`src/rtl/shift_pkg.sv`:
```
// Shared encodings for the multi-cycle shifter: op codes, FSM states, op decode helper.
package shift_pkg;

    localparam logic [2:0] OP_LSL = 3'b000;
    localparam logic [2:0] OP_LSR = 3'b001;
    localparam logic [2:0] OP_ASR = 3'b010;
    localparam logic [2:0] OP_ROR = 3'b011;
    localparam logic [2:0] OP_ROL = 3'b100;

    typedef enum logic [1:0] {
        ST_IDLE  = 2'd0,
        ST_SHIFT = 2'd1,
        ST_DONE  = 2'd2
    } state_t;

    // Codes above ROL are reserved and behave as a zero-step pass-through.
    function automatic logic op_reserved(input logic [2:0] code);
        return (code > OP_ROL);
    endfunction

endpackage

```
`src/rtl/shift_step.sv`:
```
// Purely combinational single-bit shift/rotate step used by shift_sequencer.
module shift_step
    import shift_pkg::*;
#(
    parameter int WIDTH = 8
) (
    input  logic [WIDTH-1:0] data,
    input  logic [2:0]       op,
    output logic [WIDTH-1:0] next_data,
    output logic             shifted_out
);

    always_comb begin
        next_data   = data;
        shifted_out = 1'b0;
        case (op)
            OP_LSL: begin
                next_data   = {data[WIDTH-2:0], 1'b0};
                shifted_out = data[WIDTH-1];
            end
            OP_LSR: begin
                next_data   = {1'b0, data[WIDTH-1:1]};
                shifted_out = data[0];
            end
            OP_ASR: begin
                next_data   = {data[WIDTH-1], data[WIDTH-1:1]};
                shifted_out = data[0];
            end
            OP_ROR: begin
                next_data   = {data[0], data[WIDTH-1:1]};
                shifted_out = data[0];
            end
            OP_ROL: begin
                next_data   = {data[WIDTH-2:0], data[WIDTH-1]};
                shifted_out = data[WIDTH-1];
            end
            default: begin
                next_data   = data;
                shifted_out = 1'b0;
            end
        endcase
    end

endmodule

```
`src/rtl/shift_sequencer.sv`:
```
// Multi-cycle shifter: accepts one request in IDLE, applies one bit step per clock,
// then pulses done for one cycle with the result held in data_out/carry_out.
module shift_sequencer
    import shift_pkg::*;
#(
    parameter int WIDTH = 8,
    parameter int AMT_W = 3
) (
    input  logic             clk,
    input  logic             rst_n,
    input  logic             start,
    input  logic [WIDTH-1:0] data_in,
    input  logic [2:0]       op,
    input  logic [AMT_W-1:0] amount,
    output logic             busy,
    output logic             done,
    output logic [WIDTH-1:0] data_out,
    output logic             carry_out
);

    state_t           state;
    state_t           state_next;
    logic [AMT_W-1:0] cnt;
    logic [2:0]       op_q;
    logic [WIDTH-1:0] step_data;
    logic             step_bit;

    shift_step #(
        .WIDTH(WIDTH)
    ) u_step (
        .data       (data_out),
        .op         (op_q),
        .next_data  (step_data),
        .shifted_out(step_bit)
    );

    always_ff @(posedge clk or negedge rst_n) begin
        if (!rst_n) begin
            state <= ST_IDLE;
        end else begin
            state <= state_next;
        end
    end

    always_comb begin
        state_next = state;
        case (state)
            ST_IDLE:  if (start) state_next = ST_SHIFT;
            ST_SHIFT: if (cnt == '0) state_next = ST_DONE;
            ST_DONE:  state_next = ST_IDLE;
            default:  state_next = ST_IDLE;
        endcase
    end

    always_ff @(posedge clk or negedge rst_n) begin
        if (!rst_n) begin
            data_out  <= '0;
            carry_out <= 1'b0;
            cnt       <= '0;
            op_q      <= '0;
        end else if (state == ST_IDLE && start) begin
            data_out  <= data_in;
            op_q      <= op;
            carry_out <= 1'b0;
            cnt       <= op_reserved(op) ? '0 : amount;
        end else if (state == ST_SHIFT && cnt != '0) begin
            data_out  <= step_data;
            carry_out <= step_bit;
            cnt       <= cnt - AMT_W'(1);
        end
    end

    // Status is a pure decode of the state register, so no input reaches an output.
    assign busy = (state != ST_IDLE);
    assign done = (state == ST_DONE);

endmodule
```
`config.mk`:
```
export PLATFORM = sky130hd
export DESIGN_NAME = shift_sequencer
export DESIGN_NICKNAME = d
export VERILOG_FILES = /design/src/rtl/shift_pkg.sv /design/src/rtl/shift_step.sv /design/src/rtl/shift_sequencer.sv
export SDC_FILE = /design/constraint.sdc
export NUM_CORES = 1
export LEC_CHECK = 0
export ABC_AREA = 1
export CORE_UTILIZATION = 35
export DETAILED_ROUTE_END_ITERATION = 6
export GPL_TIMING_DRIVEN = 0
export SLEW_MARGIN = 20
export SYNTH_ARGS = -nofsm -noshare
export SYNTH_HDL_FRONTEND = slang
export SYNTH_SLANG_ARGS = --single-unit
```
`constraint.sdc`:
```
create_clock -name clk -period 1.68 [get_ports clk]
set_input_delay 0.336 -clock clk [delete_from_list [all_inputs] [get_ports clk]]
set_output_delay 0.336 -clock clk [all_outputs]
set_load 0.01 [all_outputs]
```
Word-level counts from Yosys, hierarchy flattened
Cells that the tools add are included.
{"block": "classes", "n_addsub": 1, "n_eq_ne": 9, "reduce_logical": 15, "order_cmp": 1, "muxes": 12}
{"cell": "8-bit case mux with 5 select lines", "count": 1}
{"cell": "8-bit 2-to-1 mux", "count": 2}
{"cell": "3-bit 2-to-1 mux", "count": 3}
{"cell": "3-bit by 2-bit == test with 1-bit output, second input constant", "count": 2}
{"cell": "3-bit logical NOT", "count": 2}
{"cell": "2-bit inequality test, second input constant", "count": 3}
{"cell": "6-bit nonzero test", "count": 1}
{"cell": "5-bit nonzero test", "count": 1}
{"cell": "2-bit 2-to-1 mux", "count": 2}
{"cell": "2-bit case mux with 2 select lines", "count": 1}
{"cell": "2-bit AND reduction", "count": 2}
{"cell": "2-bit nonzero test", "count": 2}
{"cell": "3-bit by 1-bit == test with 1-bit output, second input constant", "count": 1}
{"cell": "3-bit == test, second input constant", "count": 1}
{"cell": "3-bit greater-than comparator, second input constant", "count": 1}
{"cell": "3-bit AND reduction", "count": 1}
{"cell": "3-bit nonzero test", "count": 1}
{"cell": "3-bit OR reduction", "count": 1}
{"cell": "3-bit by 1-bit subtractor with 3-bit output, second input constant", "count": 1}
{"cell": "2-bit by 1-bit == test with 1-bit output, second input constant", "count": 1}
{"cell": "2-bit == test, second input constant", "count": 1}
{"cell": "1-bit logical AND", "count": 2}
{"cell": "2-bit logical NOT", "count": 1}
{"cell": "1-bit 2-to-1 mux", "count": 2}
{"cell": "other kinds (2)", "count": 2}
{"block": "word_totals", "word_cells": 44, "input_bits": 17, "out_inout_bits": 11, "ff_bits": 17}

Depth between registers and ports, before layout
Gate-level depths: netlist of run 1.
{"block": "logic_depth", "word_depth": 5, "mapped_depth": 11, "mapped_depth_nobuf": 10}

By module
From an unflattened synthesis of run 1, not the netlist that was laid out.
{"block": "hier_totals", "hier_cells": 157, "hier_area_um2": 1114.8}
{"mod": "shift_sequencer", "cells_each": 114, "instances": 1, "area_per_inst_um2": 893.4}
{"mod": "shift_step", "cells_each": 43, "instances": 1, "area_per_inst_um2": 221.5}

Least setup slack after synthesis of run 1
OpenSTA, ideal clock, no wires.
{"block": "synth_path", "path_kind": "reg-to-reg", "startpoint": "register cnt[0]", "endpoint": "register data_out[3]", "required_ps": 1615, "stages_incl_launch_ff": 12, "slack_ps": 311, "arrival_time_ps": 1304, "setup_ps": 65, "cell_sequence": "dfrtp_1 -> inv_1 -> ha_1 -> ha_1 -> inv_1 -> nand3_2 -> nand2_4 -> nand2_4 -> buf_6 -> nor2_2 -> nand2_1 -> nand2_1"}
{"block": "synth_via", "elab_chain_cells": 4}
{"element": "start: declaration", "line_no": "shift_sequencer.sv:23", "text": "logic [AMT_W-1:0] cnt;"}
{"element": "start signal: assignment", "line_no": "shift_sequencer.sv:65", "text": "cnt <= op_reserved(op) ? '0 : amount;"}
{"element": "start signal: assignment", "line_no": "shift_sequencer.sv:69", "text": "cnt <= cnt - AMT_W'(1);"}
{"element": "3-bit nonzero test", "line_no": "shift_sequencer.sv:66", "text": "end else if (state == ST_SHIFT && cnt != '0) begin"}
{"element": "1-bit logical AND", "line_no": "shift_sequencer.sv:66"}
{"element": "2-bit nonzero test (no source line)"}
{"element": "2-bit AND reduction (no source line)"}
{"element": "end signal: assignment", "line_no": "shift_sequencer.sv:62", "text": "data_out <= data_in;"}
{"element": "end signal: assignment", "line_no": "shift_sequencer.sv:67", "text": "data_out <= step_data;"}
{"element": "end: declaration", "line_no": "shift_sequencer.sv:17", "text": "output logic [WIDTH-1:0] data_out,"}
No other way between the ends.
A chain may end at the register's enable or synchronous reset.

Worst setup path in the final report of run 1
{"block": "layout_path", "startpoint": "register data_out[3]", "endpoint": "output port data_out[3]"}
No word-level cell between the ends.

==> results.md, run 1 <==
- The flow ran to the end, and the final reports show no timing, DRC or antenna violations.
- Across the routed clock network, the largest skew measured is roughly 3.6 ps.
- The measured slew at the worst slew-check pin is 797.1 ps.
- 0 antenna diodes ended up in the layout.
- The flip-flop and latch count after synthesis is 17.
- The worst setup path is launched from a flop.
- After clock tree synthesis, the clock-pin slew on the worst setup and hold paths is around 100 ps.
- The total CTS buffers is 3.
- Clock latency on the worst-skew pair, taken at its later pin, is between 200 and 300 ps.
- In the final routing, the length of wire on met1 measures approximately 1.2 mm.
- In this run, the number of DRC markers left after iteration 0 of detailed routing was 23.
- For this run, the post-layout net count is approximately 190.
- The yosys synthesis warning count is 0.
- Across all hold checks on the routed design, the worst slack comes to 494.0 ps.
- Summing every instance area after synthesis gives around 0.0010 mm^2.
- The delay of the slowest cell on the worst path is 560 ps.
- The initial core utilization is between 30 and 40%.
- In this run the tightest slew margin relative to its limit is 46.69%.
- The global-route usage over all layers is between 10% and 20%.
- The clock root buffer is sky130_fd_sc_hd__clkbuf_4.
- The sequential element share of the synthesized area is a little over two fifths.
- By startpoint and endpoint, the worst setup path is classified as reg2out.
- The arrival time at the worst endpoint is 1290 ps.
- Leaving out fill and tap cells, the most frequent cell in the layout is sky130_fd_sc_hd__nand2_1.
- The gate count of the mapped netlist is about 140.
- STA classifies the critical path endpoint as an output port.
- The first global-routing pass estimated between 3 and 4 mm of wire.
- The via count is around 960.
- The min-delay analysis places its worst path in the category reg2reg.
- The average instance area after synthesis is 7.388 um^2.
- Among all stages on the critical path, the largest delay is contributed by sky130_fd_sc_hd__clkdlybuf4s50_1.
- The number of rows created at floorplan is 19.
- The required time at the worst-slack endpoint is 1340 ps.
- The remaining global-route overflow is 0.
- The total of max-cap violations is 0.
- The fraction of final layout cells with drive strength greater than 1 is 14.53%.
- The quantity of hold-fixing buffers added after cts is 0.
- For this run, the detailed router's first-pass iteration total came to 4.
- VDD sags by at most between 1 and 1.5 mV.
- The number of antenna violations at the first check in global routing is 0.
- The via count of the first global-routing pass came to around 860.
- Counting both buffers and inverters, the worst setup path holds a total of 1.
- The analysis attributes to cell leakage a power of roughly 0.73 nW.
- At the end of routability-driven placement, the weighted congestion stood at 0.7454.
- Synthesis instantiated 18 different standard cells from the library.
- The CTS tree is built.
- The CTS H-tree depth is 1.
- The library cells used most frequently in the layout, excluding fill and tap cells, are 51 x sky130_fd_sc_hd__nand2_1, 25 x sky130_fd_sc_hd__clkdlybuf4s50_1, 17 x sky130_fd_sc_hd__dfrtp_1.
- The routed via count divided by cell count is 4.749.
- Clock tree synthesis found a total of 17 sinks.
- The I/O pin count is 28.
- The count of antenna-violating nets left after detailed routing is 0.
- The minimum clock period is approximately 1600 ps.
- The number of nets produced by synthesis is around 160.
- The width of the chip is 55.78 um.
- Entering global routing, the biggest net connects 18 pins.
- The final-report max-slew violation count is 0.
- Dividing the detail-routed wire length by the instance count gives roughly 12 um.
- The region available for standard cell placement spans about 0.0028 mm^2.
- Cells fill between 50% and 60% of the core in the end.
- The die area is between 0.003 and 0.004 mm^2.
- The wire length on met2 is 1.017 mm.
- The clock tree buffer depth is 2.
- Setup repair after global routing left no endpoint under its margin.
- Wires add up to ~2.4 mm.
- Timing would allow up to 615.8 MHz.
- The estimated wirelength of the detail-placed design is between 1.5 and 2 mm.
- The post-route clock period utilization is 96.66%.
- The remaining design rule violation count is 0.
- The vertical die dimension is roughly 56 um.
- The count of final hold-check violations came to 0.
- The ratio of total power to cell area is between 1500 and 2000 mW/mm^2.
- Along the worst path, the maximum fanout reaches 4.
- The highest metal layer carrying signal wires in the routed design is met4.
- The total met3 wirelength after detailed routing is ~99 um.
- The critical path goes through clkdlybuf4s50_1.
- Setup violations remaining at the end of the flow were counted as 0.
- The dominant delay contributor by cell family on the critical path is buffers and inverters.
- The number of buffers added on ports is 27.
- The synthesis-to-layout area growth is 36.34%.
- After routing, the total negative slack on setup checks comes to 0 ps.
routing by layer:
layer  vias to the layer above  track usage (%)
met4                         0            3.214
met3                         2            5.116
met1                       440            21.45
li1                        502                -
met5                         -                0
met2                        20            24.27
path summary, 6_finish.rpt:
| check | startpoint | end | slack, ps | depth (start not counted) |
|---|---|---|---|---|
| hold / removal | carry_out$_DFFE_PN0P_ | carry_out$_DFFE_PN0P_ | 490 | 2 |
| setup / recovery | data_out[3]$_DFFE_PN0P_ | data_out[3] | 60 | 1 |
| min in group asynchronous | rst_n | cnt[0]$_DFFE_PN0P_ | 500 | 1 |
| setup reg to reg | cnt[0]$_DFFE_PN0P_ | data_out[3]$_DFFE_PN0P_ | 130 | 11 |
| hold reg to reg | carry_out$_DFFE_PN0P_ | carry_out$_DFFE_PN0P_ | 490 | 2 |
| max in group asynchronous | rst_n | data_out[4]$_DFFE_PN0P_ | 690 | 1 |
synthesized netlist by cell type, drive strengths merged:
library cell	number	area (um^2)
nand2	55	236.5
nand3	18	100.1
dfrtp	17	425.4
inv	15	61.31
nor2	14	60.06
o21ai	6	30.03
a22oi	3	22.52
buf	3	27.52
ha	2	25.02
or2	2	12.51
nand4	1	6.260
nor3	1	5.000
worst register-to-register path: stages, from the launching register on:
cell                      delay, ps
sky130_fd_sc_hd__dfrtp_1        340
sky130_fd_sc_hd__inv_1           50
sky130_fd_sc_hd__ha_1           200
sky130_fd_sc_hd__ha_1           170
sky130_fd_sc_hd__inv_1           80
sky130_fd_sc_hd__nand3_2        130
sky130_fd_sc_hd__nand2_4        110
sky130_fd_sc_hd__nand2_4         70
sky130_fd_sc_hd__buf_6          150
sky130_fd_sc_hd__nor2_2          70
sky130_fd_sc_hd__nand2_1         50
sky130_fd_sc_hd__nand2_1         50
power breakdown:
| group | internal (W) | switching, W |
|---|---|---|
| sequential | 0.000610 | 0.000154 |
| clock | 0.0000886 | 0.000135 |
| combinational | 0.000738 | 0.000960 |
through the flow:
step	setup slack [ps]	std cells	area [um^2]	total power (W)
detailed placement	142.1	195	1321	0.002407
finish	56.05	203	1380	0.002685
global placement	140.7	195	1321	0.002382
floorplan	311.1	137	1012	0.001887
CTS	18.27	203	1378	0.002703
global route	6.612	203	1380	0.002952
final cells by class:
| class | count | area, um^2 |
|---|---|---|
| Sequential cell | 17 | 425.4 |
| Fill cell | 292 | 1378 |
| Clock inverter | 1 | 5.005 |
| Clock buffer | 3 | 22.52 |
| Buffer | 3 | 27.53 |
| Timing Repair Buffer | 31 | 301.5 |
| Multi-Input combinational cell | 102 | 498.0 |
| Inverter | 15 | 61.31 |
| Tap cell | 31 | 38.79 |
kinds of logic after synthesis:
logic type / share of synthesized area (%)
AOI/OAI and AO/OA: 5.192
adders and majority gates: 2.472
buffers and inverters: 8.776
DFF: 42.03
and+or+nand+nor: 41.53
registers in the layout, summed over array words and instances, names as in the netlist:
register,count
op_q,3
cnt,3
data_out,8
carry_out,1
state,2
timing repair:
item / in CTS / in global routing
gates resized for setup: 1 / 1
buffers inserted: 4 / 0
pin swaps: 0 / 0
endpoints found under the setup margin: 2 / 1
Power figures use the tool's default switching activity.
==> run 2, diff against run 1 <==
- HOLD_SLACK_MARGIN: default -> 0.12
==> results of run 2 <==
Final layout, timing and power as in run 1 (identical DEF).
